<file path="config.mk">
export PLATFORM = sky130hd
export DESIGN_NAME = bcd_display_scanner
export DESIGN_NICKNAME = d
export VERILOG_FILES = /design/src/rtl/bcd_pkg.sv /design/src/rtl/bcd_to_seven_segment.sv /design/src/rtl/bcd_display_scanner.sv
export SDC_FILE = /design/constraint.sdc
export NUM_CORES = 1
export LEC_CHECK = 0
export ABC_CLOCK_PERIOD_IN_PS = 2150
export CORE_MARGIN = 2
export CORE_UTILIZATION = 45
export DETAILED_ROUTE_END_ITERATION = 16
export MAX_ROUTING_LAYER = met4
export PLACE_DENSITY = 0.67
export SYNTH_ARGS = -nofsm -noshare
export SYNTH_HDL_FRONTEND = slang
export SYNTH_SLANG_ARGS = --single-unit
export TNS_END_PERCENT = 20
</file>
<file path="constraint.sdc">
create_clock -name clock -period 2.15 [get_ports clock]
set_clock_uncertainty 0.05 [all_clocks]
set_input_delay 0.43 -clock clock [delete_from_list [all_inputs] [get_ports clock]]
set_output_delay 0.43 -clock clock [all_outputs]
set_load 0.01 [all_outputs]
</file>
<file path="src/rtl/bcd_pkg.sv">
// rtl/bcd_pkg.sv - shared BCD digit width and seven-segment pattern constants
package bcd_pkg;

  localparam int BCD_DIGIT_WIDTH = 4;
  localparam int SEG_WIDTH       = 7;

  typedef logic [BCD_DIGIT_WIDTH-1:0] bcd_digit_t;
  typedef logic [SEG_WIDTH-1:0]       seg_t;

  // Segment patterns, active high, bit order gfedcba
  localparam seg_t SEG_0     = 7'b0111111;
  localparam seg_t SEG_1     = 7'b0000110;
  localparam seg_t SEG_2     = 7'b1011011;
  localparam seg_t SEG_3     = 7'b1001111;
  localparam seg_t SEG_4     = 7'b1100110;
  localparam seg_t SEG_5     = 7'b1101101;
  localparam seg_t SEG_6     = 7'b1111101;
  localparam seg_t SEG_7     = 7'b0000111;
  localparam seg_t SEG_8     = 7'b1111111;
  localparam seg_t SEG_9     = 7'b1101111;
  localparam seg_t SEG_E     = 7'b1111001;
  localparam seg_t SEG_BLANK = 7'b0000000;

endpackage

</file>
<file path="src/rtl/bcd_to_seven_segment.sv">
// rtl/bcd_to_seven_segment.sv - combinational nibble to seven-segment decoder
module bcd_to_seven_segment
  import bcd_pkg::*;
(
  input  logic [BCD_DIGIT_WIDTH-1:0] nibble,
  output logic [SEG_WIDTH-1:0]       segments,
  output logic                       invalid
);

  // Map 0-9 to digit glyphs; anything above 9 shows "E" and flags invalid
  always_comb begin
    invalid = 1'b0;
    case (nibble)
      4'd0:    segments = SEG_0;
      4'd1:    segments = SEG_1;
      4'd2:    segments = SEG_2;
      4'd3:    segments = SEG_3;
      4'd4:    segments = SEG_4;
      4'd5:    segments = SEG_5;
      4'd6:    segments = SEG_6;
      4'd7:    segments = SEG_7;
      4'd8:    segments = SEG_8;
      4'd9:    segments = SEG_9;
      default: begin
        segments = SEG_E;
        invalid  = 1'b1;
      end
    endcase
  end

endmodule

</file>
<file path="src/rtl/bcd_display_scanner.sv">
// rtl/bcd_display_scanner.sv - multiplexed BCD seven-segment display scanner
module bcd_display_scanner
  import bcd_pkg::*;
#(
  parameter int NUMBER_DIGITS = 4,
  parameter int SCAN_DIVIDER  = 1000
)
(
  input  logic                                 clock,
  input  logic                                 reset,
  input  logic [BCD_DIGIT_WIDTH*NUMBER_DIGITS-1:0] bcd,
  input  logic [NUMBER_DIGITS-1:0]             dots,
  input  logic                                 load,
  input  logic                                 blank_leading_zeros,
  input  logic                                 enable,
  output logic [SEG_WIDTH-1:0]                 segments,
  output logic                                 dot,
  output logic [NUMBER_DIGITS-1:0]             digit_select,
  output logic                                 invalid_digit,
  output logic                                 frame
);

  localparam int BCD_WIDTH   = BCD_DIGIT_WIDTH * NUMBER_DIGITS;
  localparam int DIV_WIDTH   = (SCAN_DIVIDER > 2) ? $clog2(SCAN_DIVIDER) : 1;
  localparam int INDEX_WIDTH = (NUMBER_DIGITS > 1) ? $clog2(NUMBER_DIGITS) : 1;
  localparam logic [DIV_WIDTH-1:0]   DIV_LAST   = DIV_WIDTH'(SCAN_DIVIDER - 1);
  localparam logic [INDEX_WIDTH-1:0] INDEX_LAST = INDEX_WIDTH'(NUMBER_DIGITS - 1);

  logic [BCD_WIDTH-1:0]     captured_bcd;
  logic [NUMBER_DIGITS-1:0] captured_dots;
  logic                     captured_blank;
  logic [DIV_WIDTH-1:0]     div_count;
  logic [INDEX_WIDTH-1:0]   digit_index;
  logic                     wrap_seen;

  logic [NUMBER_DIGITS-1:0]   leading_zero;
  logic                       zero_run;
  logic [BCD_DIGIT_WIDTH-1:0] selected_nibble;
  logic                       selected_dot;
  logic                       selected_blank;
  logic [NUMBER_DIGITS-1:0]   select_onehot;
  logic [SEG_WIDTH-1:0]       decoded_segments;
  logic                       decoded_invalid;
  logic                       div_wrap;
  logic                       index_wrap;

  assign div_wrap   = enable && (div_count == DIV_LAST);
  assign index_wrap = div_wrap && (digit_index == INDEX_LAST);

  // Digit i is a leading zero when it and every more significant nibble are zero
  always_comb begin
    zero_run     = 1'b1;
    leading_zero = '0;
    for (int i = NUMBER_DIGITS - 1; i >= 0; i--) begin
      zero_run        = zero_run && (captured_bcd[i*BCD_DIGIT_WIDTH +: BCD_DIGIT_WIDTH] == '0);
      leading_zero[i] = zero_run;
    end
  end

  // Pick the nibble, dot and blank decision for the current scan index
  always_comb begin
    selected_nibble = '0;
    selected_dot    = 1'b0;
    selected_blank  = 1'b0;
    select_onehot   = '0;
    for (int i = 0; i < NUMBER_DIGITS; i++) begin
      if (digit_index == INDEX_WIDTH'(i)) begin
        selected_nibble  = captured_bcd[i*BCD_DIGIT_WIDTH +: BCD_DIGIT_WIDTH];
        selected_dot     = captured_dots[i];
        selected_blank   = captured_blank && (i > 0) && leading_zero[i];
        select_onehot[i] = 1'b1;
      end
    end
  end

  bcd_to_seven_segment u_decoder (
    .nibble   (selected_nibble),
    .segments (decoded_segments),
    .invalid  (decoded_invalid)
  );

  // Capture registers, scan counters and registered display outputs
  always_ff @(posedge clock) begin
    if (reset) begin
      captured_bcd   <= '0;
      captured_dots  <= '0;
      captured_blank <= 1'b0;
      div_count      <= '0;
      digit_index    <= '0;
      wrap_seen      <= 1'b0;
      segments       <= SEG_BLANK;
      dot            <= 1'b0;
      digit_select   <= '0;
      invalid_digit  <= 1'b0;
      frame          <= 1'b0;
    end else begin
      if (load) begin
        captured_bcd   <= bcd;
        captured_dots  <= dots;
        captured_blank <= blank_leading_zeros;
      end

      if (enable) begin
        div_count <= div_wrap ? '0 : div_count + 1'b1;
      end
      if (div_wrap) begin
        digit_index <= index_wrap ? '0 : digit_index + 1'b1;
      end

      // The wrap is flagged on the edge the index returns to 0, so the
      // pulse lands on the same edge digit 0 first appears on the outputs
      wrap_seen <= index_wrap;
      frame     <= wrap_seen;

      if (enable) begin
        segments      <= selected_blank ? SEG_BLANK : decoded_segments;
        dot           <= selected_dot;
        digit_select  <= select_onehot;
        invalid_digit <= decoded_invalid;
      end else begin
        segments      <= SEG_BLANK;
        dot           <= 1'b0;
        digit_select  <= '0;
        invalid_digit <= 1'b0;
      end
    end
  end

endmodule

</file>
==> metrics.txt <==
placed insts 308; Synth Flop Type dfxtp_1; R2R Path Start digit_index[0]; CTS sink count 48; reg2reg end segments[3]; Critical Path End segments[3]; Comb pwr share 11.5%; post-synthesis register bit count 48; Hold Crit Class reg -> reg; Async SR Flop Fraction 0%; YS warnings 0; Final nets 293; vias in the first global route between 1k and 1.5k; I/O pins 39; Max Fclk 0.4879 GHz; number of flops mapped to enable cells by yosys 0; most used cells in the layout excluding fill and tap cells 47 x dfxtp_1, 38 x clkdlybuf4s50_1, 33 x nor2_1; Max IR drop VDD 0.0003076 V; synthesized area roughly 2100 um2; initial detailed-routing violation count 88; Worst Setup SP digit_index[0]; critical path arrival 2.17 ns; compound-gate portion of the synthesized area 10.51%; slew margin rel. between 60% and 70%; placed inst area 2597 um2; CTS tree built; Worst Tran Pin Value 0.5208 ns; root buf cell clkbuf_8; post-route setup slack 0.1002 ns; Die Y-Extent 72.25 um; Mapped Cells roughly 220; Pint 0.001389 W; final std cells w/o fill around 320; share of layout cells above drive strength 1 13.26%; FF-to-FF setup slack 0.10 ns; Post-DP HPWL 3103 um; clk slew on worst S/H paths 0.09 ns; worst skew pair latency approximately 0.30 ns; Area Overhead vs Synth 30.45%; nature of the critical path startpoint flop; register area share after synthesis 45.85%; Clock Path Buffers 2; adder-cell share of the synthesized area under 10%; RSZ-0062 raised after global routing no; Hold Buf Count CTS 0; Final Cycle Share between 90% and 100%; Seq pwr share 52.7%; simple-gate share of the synthesized area 21.97%; leading cell type in the layout, fill and taps excluded dfxtp_1; Synth Area in XOR/XNOR under 10%; Final ANT Viol Nets 0; largest net degree at the start of global routing 32; switch share 22.77%; total power 0.001798 W; Synth Net Count approximately 250; multiplexer area fraction after synthesis between 10% and 20%; DR pass1 iterations 4; Psw 0.0004093 W; main combinational cell family by area after synthesis simple AND/OR/NAND/NOR gates; detailed-route wire length per cell 13.72 um; Final Max Tran Viols 0; total CTS buffers 5; total number of vias around 1.6k; total gr overflow 0; Netlist cell types 43; Residual DRC 0; Crit Path Class reg -> reg; ant diodes 0; Finish-stage setup viols 0; Final Wtd Congestion 0.8066; Max-cap violations 0; R2R depth 8; first-pass GRT wire length 6969 um; PortBufs 38; Critical Path End Type flop; final hold viol count 0; outcome finished clean; die footprint 5219 um2; site row count 24; Tot GR Track Use 17.92%; initial antenna violation count 0; post-route design area roughly 2700 um2; vias per inst 5.215; leakage power 1.082 nW; Total Wirelength roughly 4300 um; worst slack at placement about 0.04 ns; clock network fraction of total power 35.7%; clock period minus worst slack 2.050 ns; Avg Cell Area, Syn 9.703 um2; post-route setup TNS 0 ns; initial core utilization a little under half; Worst Path Required 2.27 ns; Die W 72.25 um; Pwr Density 657.7 nW/um2; Critical Path Fanout Max 7; H-tree levels 2; core area approximately 4400 um2
## worst max-delay path, stage by stage, from the launching register on
cell	delay, ns
dfxtp_2	0.38
inv_1	0.07
ha_1	0.28
buf_4	0.18
a211oi_1	0.28
a211oi_1	0.14
buf_4	0.17
nor4_1	0.28
a211oi_1	0.08
## layer usage
metal  track usage (%)  wire [um]  vias to the layer above
met2             24.77       1780                       45
li1                  -          -                      848
met3             4.722        241                        4
met4             6.918         61                        0
met1             24.96       2253                      751
met5                 -          0                        -
## synthesized netlist by cell type (2+ instances only)
cell type   n  share of area (%)
a211o_1     2               0.84
a211oi_1    6                2.1
a21oi_1     6                1.4
a221oi_1    3                1.3
a221oi_2    2                1.4
and2_1      4                1.2
buf_1       3               0.54
buf_2       4               0.96
clkbuf_1    3               0.54
dfxtp_1    48                 46
ha_1        5                3.0
inv_1       6                1.1
mux2i_1    22                 11
nand2_1     7                1.3
nand2b_1    4                1.2
nand3_1     4               0.96
nand3b_1    4                1.4
nand4_1     3               0.90
nor2_1     33                5.9
nor2b_1     5                1.5
nor3_1      4               0.96
nor3b_1     6                2.1
nor4_1      3               0.90
o21ai_1     2               0.48
xnor2_1     5                2.1
xor2_1      5                2.1
## power by group through the flow
| stage | clock network [W] | logic (W) | registers [W] |
|---|---|---|---|
| 4_1_cts | 0.000666 | 0.000206 | 0.000948 |
| 3_3_place_gp | 0 | 0.000204 | 0.000968 |
| 5_1_grt | 0.000696 | 0.000226 | 0.000953 |
| 2_1_floorplan | 0 | 0.000103 | 0.000967 |
| 6_report | 0.000643 | 0.000207 | 0.000948 |
| 3_5_place_dp | 0 | 0.000205 | 0.000969 |
## through the flow
| step | hold slack [ns] | utilization, % |
|---|---|---|
| after floorplan | 0.3638 | - |
| after global placement | 0.3782 | 58.84 |
| after detailed placement | 0.3801 | 58.84 |
| after CTS | 0.4024 | 61.37 |
| after global routing | 0.4118 | 61.93 |
| final | 0.3985 | 61.93 |
## state kept, by name (all words and copies together) (netlist names)
signal / flops
captured_bcd: 16
frame: 1
div_count: 10
invalid_digit: 1
digit_index: 2
segments: 7
digit_select: 4
dot: 1
captured_dots: 4
captured_blank: 1
wrap_seen: 1
## layout make-up
| type | instances | area [um2] |
|---|---|---|
| repair buffers | 52 | 498.0 |
| clock buffers | 5 | 68.82 |
| multi-input cells | 150 | 1075 |
| flip-flops and latches | 48 | 962.2 |
| fillers | 391 | 1680 |
| clock inverters | 3 | 42.54 |
| well taps | 52 | 65.06 |
| inverters | 6 | 22.52 |
## what timing repair did
action,in CTS,in global routing
gates resized for setup,0,6
buffers inserted,0,0
setup endpoints to repair,0,5
## kinds of logic after synthesis
logic type               Yosys count
multiplexers                      22
flip-flops                        48
AO/OA/AOI/OAI                     28
XOR/XNOR                          10
AND/OR/NAND/NOR                   85
adder cells (fa/ha/maj)            5
buffers and inverters             18
## how the worst min path moves through the flow
stage	slack, ns	endpoint	cells past startpoint	start
after global routing	0.41	frame	1	wrap_seen
after detailed placement	0.38	frame	1	wrap_seen
after global placement	0.38	frame	1	wrap_seen
final	0.40	frame	1	wrap_seen
after CTS	0.40	frame	1	wrap_seen
after floorplan	0.36	frame	1	wrap_seen
Power figures use the tool's default switching activity.
==> patch (config.mk and constraints unchanged) <==
Reset style: asynchronous (`reset`), changed in one clocked block.
--- a/src/rtl/bcd_display_scanner.sv
+++ b/src/rtl/bcd_display_scanner.sv
@@ -81,5 +81,5 @@
 
   // Capture registers, scan counters and registered display outputs
-  always_ff @(posedge clock) begin
+  always_ff @(posedge clock or posedge reset) begin
     if (reset) begin
       captured_bcd   <= '0;
Function: differs if reset is asserted again (counterexample within 4 cycles, from zero or initial values and one cycle with reset high); with reset held inactive, the same outputs for 10 cycles.
==> patch against the original RTL <==
Non-clock buffer count fell by 8; sequential power increased by 18%; routed wire length increased by 0.23%; sequential cell count unchanged; largest cell class is now sequential cells; worst setup slack gained 0.018 ns; largest power group unchanged; power rose by 18%; design area grew 4.4%; critical endpoint is now segments[1]; synthesized area increased by 7.5%.
==> patch: results (changes against the original RTL) <==
[clock_tree]
htree_levels = 2  ; unchanged
tritoncts.num_buffers = 5  ; unchanged
cts_buffer_depth = 2  ; unchanged
clk-insertion-delay-late_ns = 0.29
cts-root-buf = clkbuf_8  ; unchanged

[cells_and_area]
fin_cells = 297  ; was 316
antennaDiodeCount = 0  ; unchanged
finalNetCount = 259  ; was 293
final_layout_size_suffix_gt1_frac = 0.2304  ; was 0.1326
reg.largest.list = captured_bcd: 16 flops, div_count: 10 flops, segments: 7 flops  ; unchanged

[route]
vias_per_cell = 5.222  ; was 5.215
drt_first_iter_violations = 92  ; was 88
totalWireLength_um = 4347  ; was 4337 µm
routed-wl-met2_um = 2166  ; was 1780 µm
dr_wl_met3_um = 188  ; was 241 µm
wirelength_met1_um = 1911  ; was 2253 µm
detail_route.first_pass.iterations = 4  ; unchanged

[grt]
grt_pass1_vias = 1605  ; was 1467
track_usage = 0.1795  ; was 0.1792
grt_first_pass_wirelength_um = 7231  ; was 6969 µm
globalRouteOverflowTotal = 0  ; unchanged
grt_start_max_net_pins = 29  ; was 32
groute.layer.met3.usage = 0.04685  ; was 0.04722
antenna_found_initial = 0  ; unchanged
global_route.usage.met2 = 0.2940  ; was 0.2477
globalRouteMet1Util = 0.2092  ; was 0.2496

[min_path]
hold_class = register to register  ; unchanged

[placement]
globalplace.congestion = 0.8933  ; was 0.8066
detailedPlacementHpwl_um = 3261  ; was 3103 µm
port_buffers = 38  ; unchanged
dpl_worst_slack_ns = 0.03946  ; was 0.04076 ns
placedCellCount = 288  ; was 308

[yosys]
synthFlopType = dfrtp_1  ; was dfxtp_1
syn_avg_cell_area_um2 = 12.31  ; was 9.703 µm²
netlist_top_cells_area = dfrtp_1 53%, mux2_2 11%, ha_1 2.8%  ; was dfxtp_1 46%, mux2i_1 11%, nor2_1 5.9%
ys_types = 46  ; was 43
synthesis.yosys.warnings = 0  ; unchanged
mappedNetlistNets = 213  ; was 246
synthTopCellsByCount = 48 x dfrtp_1, 22 x mux2_2, 14 x nand2_1, 10 x nor2_1, 7 x o21ai_0  ; was 48 x dfxtp_1, 33 x nor2_1, 22 x mux2i_1, 7 x nand2_1
async_flop_share = 1.000  ; was 0
synth_seq_area_share = 0.5333  ; was 0.4585

[outcome]
run_status = finished clean  ; unchanged

[power]
vdd_drop_max_v = 0.0005020  ; was 0.0003076 V
static-leakage-power_uw = 0.001160  ; was 0.001082 µW
internal-power_uw = 1588  ; was 1389 µW

[setup_path]
critPathMaxStageDelay_ns = 0.45  ; was 0.38 ns
cp_slowest_cell = dfrtp_1  ; was dfxtp_2
crit_family = compound AO/OA/AOI/OAI gates  ; unchanged
critical_path.max_fanout = 10  ; was 7
cp_data_arrival_time_ns = 2.17  ; about the same

[timing]
worst_slew_margin = 0.6876  ; was 0.6505

-- patch: final timing paths --
path	depth (start not counted)	start	end	slack (ns)
min in group asynchronous	2	reset	segments[1]	0.41
max reg2reg	7	digit_index[0]	segments[1]	0.12
max	7	digit_index[0]	segments[1]	0.12
min	0	wrap_seen	frame	0.32
max in group asynchronous	3	reset	div_count[1]	1.14
min reg2reg	0	wrap_seen	frame	0.32
-- patch: kinds of logic (layout without fill, tap and decap cells) --
family	count (synthesis)	count (layout)	share of synthesized area
flip-flops	48	48	0.5333
AO/OA/AOI/OAI	33	33	0.1267
buffers and inverters	9	56	0.02166
adder cells (fa/ha/maj)	6	6	0.03222
multiplexers	23	23	0.1167
XOR/XNOR	8	8	0.03111
AND/OR/NAND/NOR	56	56	0.1383
-- patch: power groups by stage --
| stage | logic (µW) | clock network, µW | registers, µW |
|---|---|---|---|
| global placement | 372 | 0 | 1130 |
| global route | 432 | 688 | 1130 |
| floorplan | 244 | 0 | 1120 |
| CTS | 389 | 650 | 1120 |
| detailed placement | 387 | 0 | 1130 |
| finish | 382 | 628 | 1120 |
-- patch: metrics by stage --
stage	hold WS [ns]	instance area [µm²]	utilization
after floorplan	0.2812	2252	-
after detailed placement	0.2878	2733	0.5710
after global placement	0.2954	2733	0.5710
after CTS	0.3180	2840	0.5935
final	0.3162	2855	0.5966
after global routing	0.3275	2855	0.5966
-- patch: timing repair --
action | in CTS | in global routing
setup endpoints to repair | 0 | 5
setup buffers | 0 | 1
hold endpoints to repair | 0 | 0
gates resized for setup | 0 | 3
hold buffers | 0 | 0
-- patch: layout make-up --
cell class                 instances  area [µm²]
multi-input combinational        126        1010
tap                               67       83.83
clock buffer                       6       72.57
timing repair buffer              44       437.9
inverter                           4       15.01
sequential                        48        1201
fill                             393        1931
clock inverter                     2       35.03
